`config.mk`:
```
export PLATFORM = sky130hd
export DESIGN_NAME = fetch_stage
export DESIGN_NICKNAME = d
export VERILOG_FILES = /design/src/rtl/fetch_stage.sv
export SDC_FILE = /design/constraint.sdc
export NUM_CORES = 1
export LEC_CHECK = 0
export ABC_AREA = 1
export ABC_CLOCK_PERIOD_IN_PS = 3100
export CORE_MARGIN = 2
export CORE_UTILIZATION = 25
export DETAILED_ROUTE_END_ITERATION = 10
export SLEW_MARGIN = 20
export SYNTH_ARGS = -nofsm -noshare
export SYNTH_HDL_FRONTEND = slang
export SYNTH_SLANG_ARGS = --single-unit
```
`constraint.sdc`:
```
create_clock -name clk -period 3.1 [get_ports clk]
set_input_delay 0.93 -clock clk [delete_from_list [all_inputs] [get_ports clk]]
set_output_delay 0.93 -clock clk [all_outputs]
set_load 0.1 [all_outputs]
```
`src/rtl/fetch_stage.sv`:
```
// Instruction-fetch stage: owns the PC, drives the imem handshake and holds the IF/ID register.
// A one-entry skid buffer absorbs a response that lands during a stall.
module fetch_stage #(
    parameter int unsigned           DATA_WIDTH = 32,
    parameter logic [DATA_WIDTH-1:0] RESET_PC   = '0,
    parameter logic [DATA_WIDTH-1:0] NOP_INSTR  = DATA_WIDTH'(32'h0000_0013)
) (
    input  logic                  clk,
    input  logic                  rst_n,
    input  logic                  stall_f,
    input  logic                  flush_d,
    input  logic                  PCSrcE,
    input  logic [DATA_WIDTH-1:0] PCTargetE,
    output logic                  imem_req,
    output logic [DATA_WIDTH-1:0] imem_addr,
    input  logic [DATA_WIDTH-1:0] imem_rdata,
    input  logic                  imem_valid,
    output logic [DATA_WIDTH-1:0] instr_d,
    output logic [DATA_WIDTH-1:0] pc_d,
    output logic [DATA_WIDTH-1:0] pcplus4_d,
    output logic                  valid_d
);

    localparam logic [DATA_WIDTH-1:0] ALIGN_MASK = ~DATA_WIDTH'(3);
    localparam logic [DATA_WIDTH-1:0] WORD_BYTES = DATA_WIDTH'(4);

    typedef enum logic [1:0] {
        StFetch,
        StBuffered,
        StDrain
    } state_t;

    state_t                state;
    logic [DATA_WIDTH-1:0] pc_f;
    logic [DATA_WIDTH-1:0] pc_plus4;
    logic [DATA_WIDTH-1:0] target;
    logic [DATA_WIDTH-1:0] pend_target;
    logic [DATA_WIDTH-1:0] skid_instr;
    logic [DATA_WIDTH-1:0] skid_pc;

    assign pc_plus4  = pc_f + WORD_BYTES;
    assign target    = PCTargetE & ALIGN_MASK;
    assign imem_addr = pc_f & ALIGN_MASK;
    assign imem_req  = rst_n && (state != StBuffered);

    always_ff @(posedge clk) begin
        if (!rst_n) begin
            state       <= StFetch;
            pc_f        <= RESET_PC;
            pend_target <= '0;
            skid_instr  <= '0;
            skid_pc     <= '0;
            instr_d     <= NOP_INSTR;
            pc_d        <= '0;
            pcplus4_d   <= '0;
            valid_d     <= 1'b0;
        end else if (PCSrcE) begin
            valid_d <= 1'b0;
            instr_d <= NOP_INSTR;
            // A response still in flight must be swallowed before the new target is fetched.
            if (state != StBuffered && !imem_valid) begin
                pend_target <= target;
                state       <= StDrain;
            end else begin
                pc_f  <= target;
                state <= StFetch;
            end
        end else begin
            unique case (state)
                StFetch: begin
                    if (imem_valid) begin
                        pc_f <= pc_plus4;
                        if (stall_f) begin
                            skid_instr <= imem_rdata;
                            skid_pc    <= pc_f;
                            state      <= StBuffered;
                        end else begin
                            instr_d   <= imem_rdata;
                            pc_d      <= pc_f;
                            pcplus4_d <= pc_plus4;
                            valid_d   <= 1'b1;
                        end
                    end
                end
                StBuffered: begin
                    if (!stall_f) begin
                        instr_d   <= skid_instr;
                        pc_d      <= skid_pc;
                        pcplus4_d <= skid_pc + WORD_BYTES;
                        valid_d   <= 1'b1;
                        state     <= StFetch;
                    end
                end
                StDrain: begin
                    if (imem_valid) begin
                        pc_f  <= pend_target;
                        state <= StFetch;
                    end
                end
                default: state <= StFetch;
            endcase
            // Flush overrides any word accepted into IF/ID on the same edge.
            if (flush_d) begin
                valid_d <= 1'b0;
                instr_d <= NOP_INSTR;
            end
        end
    end

endmodule
```
# Yosys cells after proc, flatten, opt, wreduce, memory -nomap -nowiden
# Cells that the tools add are included.
dict set report totals {
  ff_bits 225
  input_bits 70
  out_inout_bits 130
}
dict set report classes {
  add_sub_neg 2
  n_eq_ne 11
  n_mux 27
  bitwise_logic 2
  n_reduce_logical 14
}
# cell n
set op_table {}
lappend op_table {{$mux 32} 13}
lappend op_table {{$pmux 32 s2} 4}
lappend op_table {{$add 32x3->32 const B} 2}
lappend op_table {{$reduce_and 4->1} 4}
lappend op_table {{$mux 2} 6}
lappend op_table {{$ne 3x3->1 const B} 4}
lappend op_table {{$ne 2x2->1 const B} 4}
lappend op_table {{$pmux 2 s3} 1}
lappend op_table {{$reduce_and 5->1} 1}
lappend op_table {{$reduce_and 2->1} 2}
lappend op_table {{$reduce_bool 3->1} 1}
lappend op_table {{$reduce_or 3->1} 1}
lappend op_table {{$eq 2x1->1 const B} 1}
lappend op_table {{$eq 2x2->1 const B} 1}
lappend op_table {{$logic_and 1x1->1} 2}
lappend op_table {{$logic_not 2->1} 1}
lappend op_table {{$mux 1} 2}
lappend op_table {{$ne 2x1->1 const B} 1}
lappend op_table {{$not 1->1} 2}
lappend op_table {{$pmux 1 s2} 1}
lappend op_table {{$reduce_bool 2->1} 1}
lappend op_table {{$logic_not 1->1} 1}

# Depth between registers and ports, before layout
dict set report logic_depth {
  word_depth 4
  ltp_mapped 12
  mapped_depth_nobuf 12
}

# Worst setup path after synthesis
# No wires, ideal clock.
dict set report synth_timing {
  path_type {in2out}
  from {in rst_n}
  to {out imem_req}
  t_arrival_ps 2623
  setup_slack_ps -453
  stages 4
  n_path_buf 2
  cell_sequence {buf_2 -> inv_2 -> clkbuf_1 -> nor2_1}
}
dict set report synth_via {
  elab_chain_len 1
}
# element line
set synth_rtl {}
lappend synth_rtl {{start, declared} 9} ;# input logic rst_n,
lappend synth_rtl {{$logic_and 1x1->1} 44} ;# assign imem_req = rst_n && (state != StBuffered);
lappend synth_rtl {{end, declared} 14} ;# output logic imem_req,
# No other way between the ends.

# Final worst setup path
dict set report layout_timing {
  from {reg state[0]}
  to {out imem_req}
}
dict set report layout_via {
  elab_chain_len 2
}
# element line
set layout_rtl {}
lappend layout_rtl {{start, declared} 33} ;# state_t state;
lappend layout_rtl {{start signal, assigned} 48} ;# state <= StFetch;
lappend layout_rtl {{start signal, assigned} 63} ;# state <= StDrain;
lappend layout_rtl {{start signal, assigned} 66} ;# state <= StFetch;
lappend layout_rtl {{$ne 2x1->1} 44}
lappend layout_rtl {{$logic_and 1x1->1} 44}
# No other way between the ends.

==> summary by stage <==
Floorplanning
The floorplan has 76 rows. The area of the die is between 40,000 and 50,000 sq um. The initial core utilization is 0.2526. The number of primary I/O pins is 200. The die extent in x is about 210 um.

The region available for standard cell placement spans about 43,000 sq um. The floorplan step set the die height to about 210 um.

Clocking
The number of sinks driven by the clock tree is approximately 220. For this design, the CTS-stage hold fixing added 0 buffers. The clock tree from TritonCTS is yes. The buffer depth of the longest clock path is 3. The clock transition at the registers of the reported paths is 0.06 ns. Clock latency on the worst-skew pair, taken at its later pin, is approximately 0.53 ns. Buffers added to address setup during post-CTS repair amount to 0.

CTS built an H-tree with a depth of 1. Buffers inserted during clock tree synthesis total 24. The root buffer cell is sky130_fd_sc_hd__clkbuf_16. The post-cts resize count is 0.

Finish
The final design instance area without fill is ~14,000 sq um. In the final layout, the share of cells above drive strength 1 is 0.1591. The synthesis-to-layout area growth is 27.65%. The net count reported at finish is around 1,800.

The number of inserted diodes is 0. The final instance count without filler cells is 2,320.

Hold path
The number of stages on the worst hold path is 2. The start point of the worst hold path is pend_target[31]. The path with the worst hold slack has its endpoint at pend_target[31]. The worst hold path class is register to register.

Pwr
The total power consumption of the routed design is ~0.0076 W. For this design the ratio of total power to cell area is about 550 nW/um^2. The analysis attributes to cell leakage a power of between 5 and 6 nW. The largest voltage drop on the vdd net is between 0.0003 and 0.0004 V.

Worst setup path
Measured in cells, the most critical reg-to-reg path has a length of 11. The capturing point of the worst reg2reg path is pcplus4_d[24]. In this run the critical register-to-register path is launched from pc_f[12]. Data on the critical path arrives at its endpoint at 1.84 ns.

The startpoint type of the worst setup path is a register. The critical setup path kind is register to output port. Along the worst path, the maximum fanout reaches 26. Across all register-to-register paths, the minimum setup slack is 1.00 ns.

The type of element capturing the critical path is an output port. At the worst endpoint, the required time is ~2.2 ns.

Global routing
For this run the aggregate overflow at the end of global routing stands at 0. The via count of the first global-routing pass is roughly 10,000. The number of antenna violations at the first check in global routing is 0. For this run, the total global-route usage over all layers was measured as 0.1629. Entering global routing, the biggest net connects ~140 pins. The wire length of the first global-routing pass is slightly below 60,000 um.

Placed design
The number of placed instances, taps included, is 2,277. The post-detailed-placement cell area is approximately 13,000 sq um. Routability-driven placement finished with a final weighted congestion of between 0.8 and 0.9. The port buffer count is ~190.

The half-perimeter wire length of the detailed placement result is between 20,000 and 30,000 um.

Synth
The area share of the largest cell type after synthesis is 0.4010. The async set-reset flop share out of synthesis is 0. The number of synthesis warnings is 0. For this run, the register share of the synthesized area comes to 0.4010. The synthesized netlist occupies a cell area of 10,830 sq um. The commonest cells after synthesis are sky130_fd_sc_hd__nand2_1, sky130_fd_sc_hd__dfxtp_1, sky130_fd_sc_hd__o21ai_0. By area the synthesized netlist is led by sky130_fd_sc_hd__dfxtp_1, sky130_fd_sc_hd__nand2_1, sky130_fd_sc_hd__o21ai_0. The number of distinct standard cells referenced by the synthesized netlist is between 40 and 50. The largest area contributor in the synthesized netlist is sky130_fd_sc_hd__dfxtp_1. A synthesized cell averages just under 7 sq um.

The number of storage elements in the synthesis netlist is 217. Counting flops with a built-in enable in the synthesized netlist gives 0. Among all flip-flop cells after synthesis, the most frequent one is sky130_fd_sc_hd__dfxtp_1. The cell with the most instances after synthesis is sky130_fd_sc_hd__nand2_1. Synthesis produced a netlist whose cell count is roughly 1,600.

STA
The share of the clock period used by the worst path is 0.8940. The worst-margin pin slew is roughly 0.68 ns. Setup violations remaining at the end of the flow were counted as 0. Between clock sinks in the finished design, the worst skew comes to just under 0.01 ns. The final count of hold timing violations is 0. Derived from the worst setup path, the maximum achievable clock frequency is about 360 MHz. The relative slew slack is 0.5468.

The final max-slew violation count is 0. The clock period could shrink to around 2.8 ns. Setup repair after global routing left no endpoint under its margin. For the final routed database, the setup TNS stands at 0 ns.

Drt
The detail route stage leaves a number of antenna-violating nets equal to 0. The total wirelength of the detailed-routed design is between 30,000 and 40,000 um. After detailed routing, the wire length on met1 is 17,850 um.

The top metal layer carrying routed signals is met4. The mean routed wirelength per cell is ~16 um. The total via count in the routed design is roughly 11,000. The pre-antenna-repair detailed-routing pass consisted of 5 iterations. Dividing the detail-routed via count by the number of cells gives 4.599. After detailed routing, the met2 layer carries between 15,000 and 20,000 um of wire.

After detailed routing, the met3 layer carries 2272 um of wire. The post-detailed-route DRC marker count is 0. The violation count after the first detailed-routing iteration is roughly 940.

Flow run
The number of violations of the max-capacitance limit is 0.

Status
The flow ran to the end, and the final reports show no timing, DRC or antenna violations.
[layout by cell type (no fill, tap or decap), types with 3 or more instances in the layout]
| master | count |
|---|---|
| sky130_fd_sc_hd__nand2_1 | 327 |
| sky130_fd_sc_hd__dfxtp_1 | 217 |
| sky130_fd_sc_hd__o21ai_0 | 208 |
| sky130_fd_sc_hd__nor2_1 | 183 |
| sky130_fd_sc_hd__a21oi_1 | 151 |
| sky130_fd_sc_hd__buf_4 | 141 |
| sky130_fd_sc_hd__inv_1 | 127 |
| sky130_fd_sc_hd__clkdlybuf4s50_1 | 66 |
| sky130_fd_sc_hd__nand3_1 | 51 |
| sky130_fd_sc_hd__clkbuf_16 | 25 |
| sky130_fd_sc_hd__a211oi_1 | 24 |
| sky130_fd_sc_hd__a31oi_1 | 23 |
| sky130_fd_sc_hd__or2_2 | 22 |
| sky130_fd_sc_hd__nand2_2 | 15 |
| sky130_fd_sc_hd__nor2_4 | 15 |
| sky130_fd_sc_hd__o211ai_1 | 13 |
| sky130_fd_sc_hd__xor2_1 | 12 |
| sky130_fd_sc_hd__buf_12 | 9 |
| sky130_fd_sc_hd__o21ai_1 | 8 |
| sky130_fd_sc_hd__a21oi_2 | 7 |
| sky130_fd_sc_hd__inv_2 | 6 |
| sky130_fd_sc_hd__nor2_2 | 6 |
| sky130_fd_sc_hd__xnor2_1 | 6 |
| sky130_fd_sc_hd__nor3_1 | 6 |
| sky130_fd_sc_hd__o21a_1 | 6 |
| sky130_fd_sc_hd__conb_1 | 6 |
| sky130_fd_sc_hd__nand4_1 | 5 |
| sky130_fd_sc_hd__clkbuf_1 | 5 |
| sky130_fd_sc_hd__clkinv_2 | 5 |
| sky130_fd_sc_hd__clkbuf_8 | 5 |
| sky130_fd_sc_hd__nand2_4 | 4 |
| sky130_fd_sc_hd__nor2_8 | 3 |
| sky130_fd_sc_hd__and2_1 | 3 |
| sky130_fd_sc_hd__or2_1 | 3 |
| sky130_fd_sc_hd__nor3_2 | 3 |
[layer usage]
metal,GRT usage,up-vias
met4,0.05877,0
met5,0,-
li1,-,5416
met3,0.02363,54
met2,0.2471,293
met1,0.2332,4906
[cells by family after synthesis]
family	Yosys count	synth area share
adders and majority gates	2	0.002309
xor gates and xnor gates	20	0.01755
buffers and inverters	241	0.09066
AOI/OAI and AO/OA	445	0.2222
DFF	217	0.4010
other	1	0.0003461
and+or+nand+nor	652	0.2660
[worst max-delay path by stage]
stage	start	to	slack, ns
6_report	state[0]	imem_req	0.33
5_1_grt	state[0]	imem_req	0.28
4_1_cts	state[0]	imem_req	0.30
3_5_place_dp	imem_valid	instr_d[23]	0.24
3_3_place_gp	imem_valid	instr_d[20]	0.27
2_1_floorplan	rst_n	imem_req	0.0001
[flip-flops by register name, indices dropped and copies added (netlist names)]
name,cells
instr_d,32
pend_target,30
valid_d,1
pcplus4_d,30
state,2
skid_instr,32
pc_f,30
skid_pc,30
pc_d,30
[power breakdown]
part	leakage, nW	internal [W]	switching (W)
Combinational	3.42	0.000393	0.00112
Clock	0.402	0.00176	0.00119
Sequential	1.78	0.00294	0.000162
Total	5.60	0.00509	0.00248
[layout make-up]
class,count,area (sq um)
Sequential cell,217,4344
Fill cell,4621,29060
Clock buffer,35,713.2
Tap cell,585,732.0
Inverter,134,503.0
Timing Repair Buffer,216,1899
Clock inverter,8,93.84
Multi-Input combinational cell,1125,5544
[worst max-delay path: stages (launching register included)]
cell and delay (ns):
sky130_fd_sc_hd__dfxtp_1 0.38, sky130_fd_sc_hd__inv_2 0.07, sky130_fd_sc_hd__nor2_4 0.18, sky130_fd_sc_hd__buf_4 0.36, sky130_fd_sc_hd__nor2_2 0.11, sky130_fd_sc_hd__buf_12 0.18
[per-stage QoR]
| stage | hold WS, ns | setup slack (ns) | utilization |
|---|---|---|---|
| 6_report | 0.4470 | 0.3286 | 0.3225 |
| 3_5_place_dp | 0.4410 | 0.2410 | 0.3037 |
| 5_1_grt | 0.4765 | 0.2794 | 0.3225 |
| 4_1_cts | 0.4494 | 0.3028 | 0.3225 |
| 2_1_floorplan | 0.4245 | 0.0001028 | - |
| 3_3_place_gp | 0.4383 | 0.2660 | 0.3037 |
(Power assumes the default switching activity.)
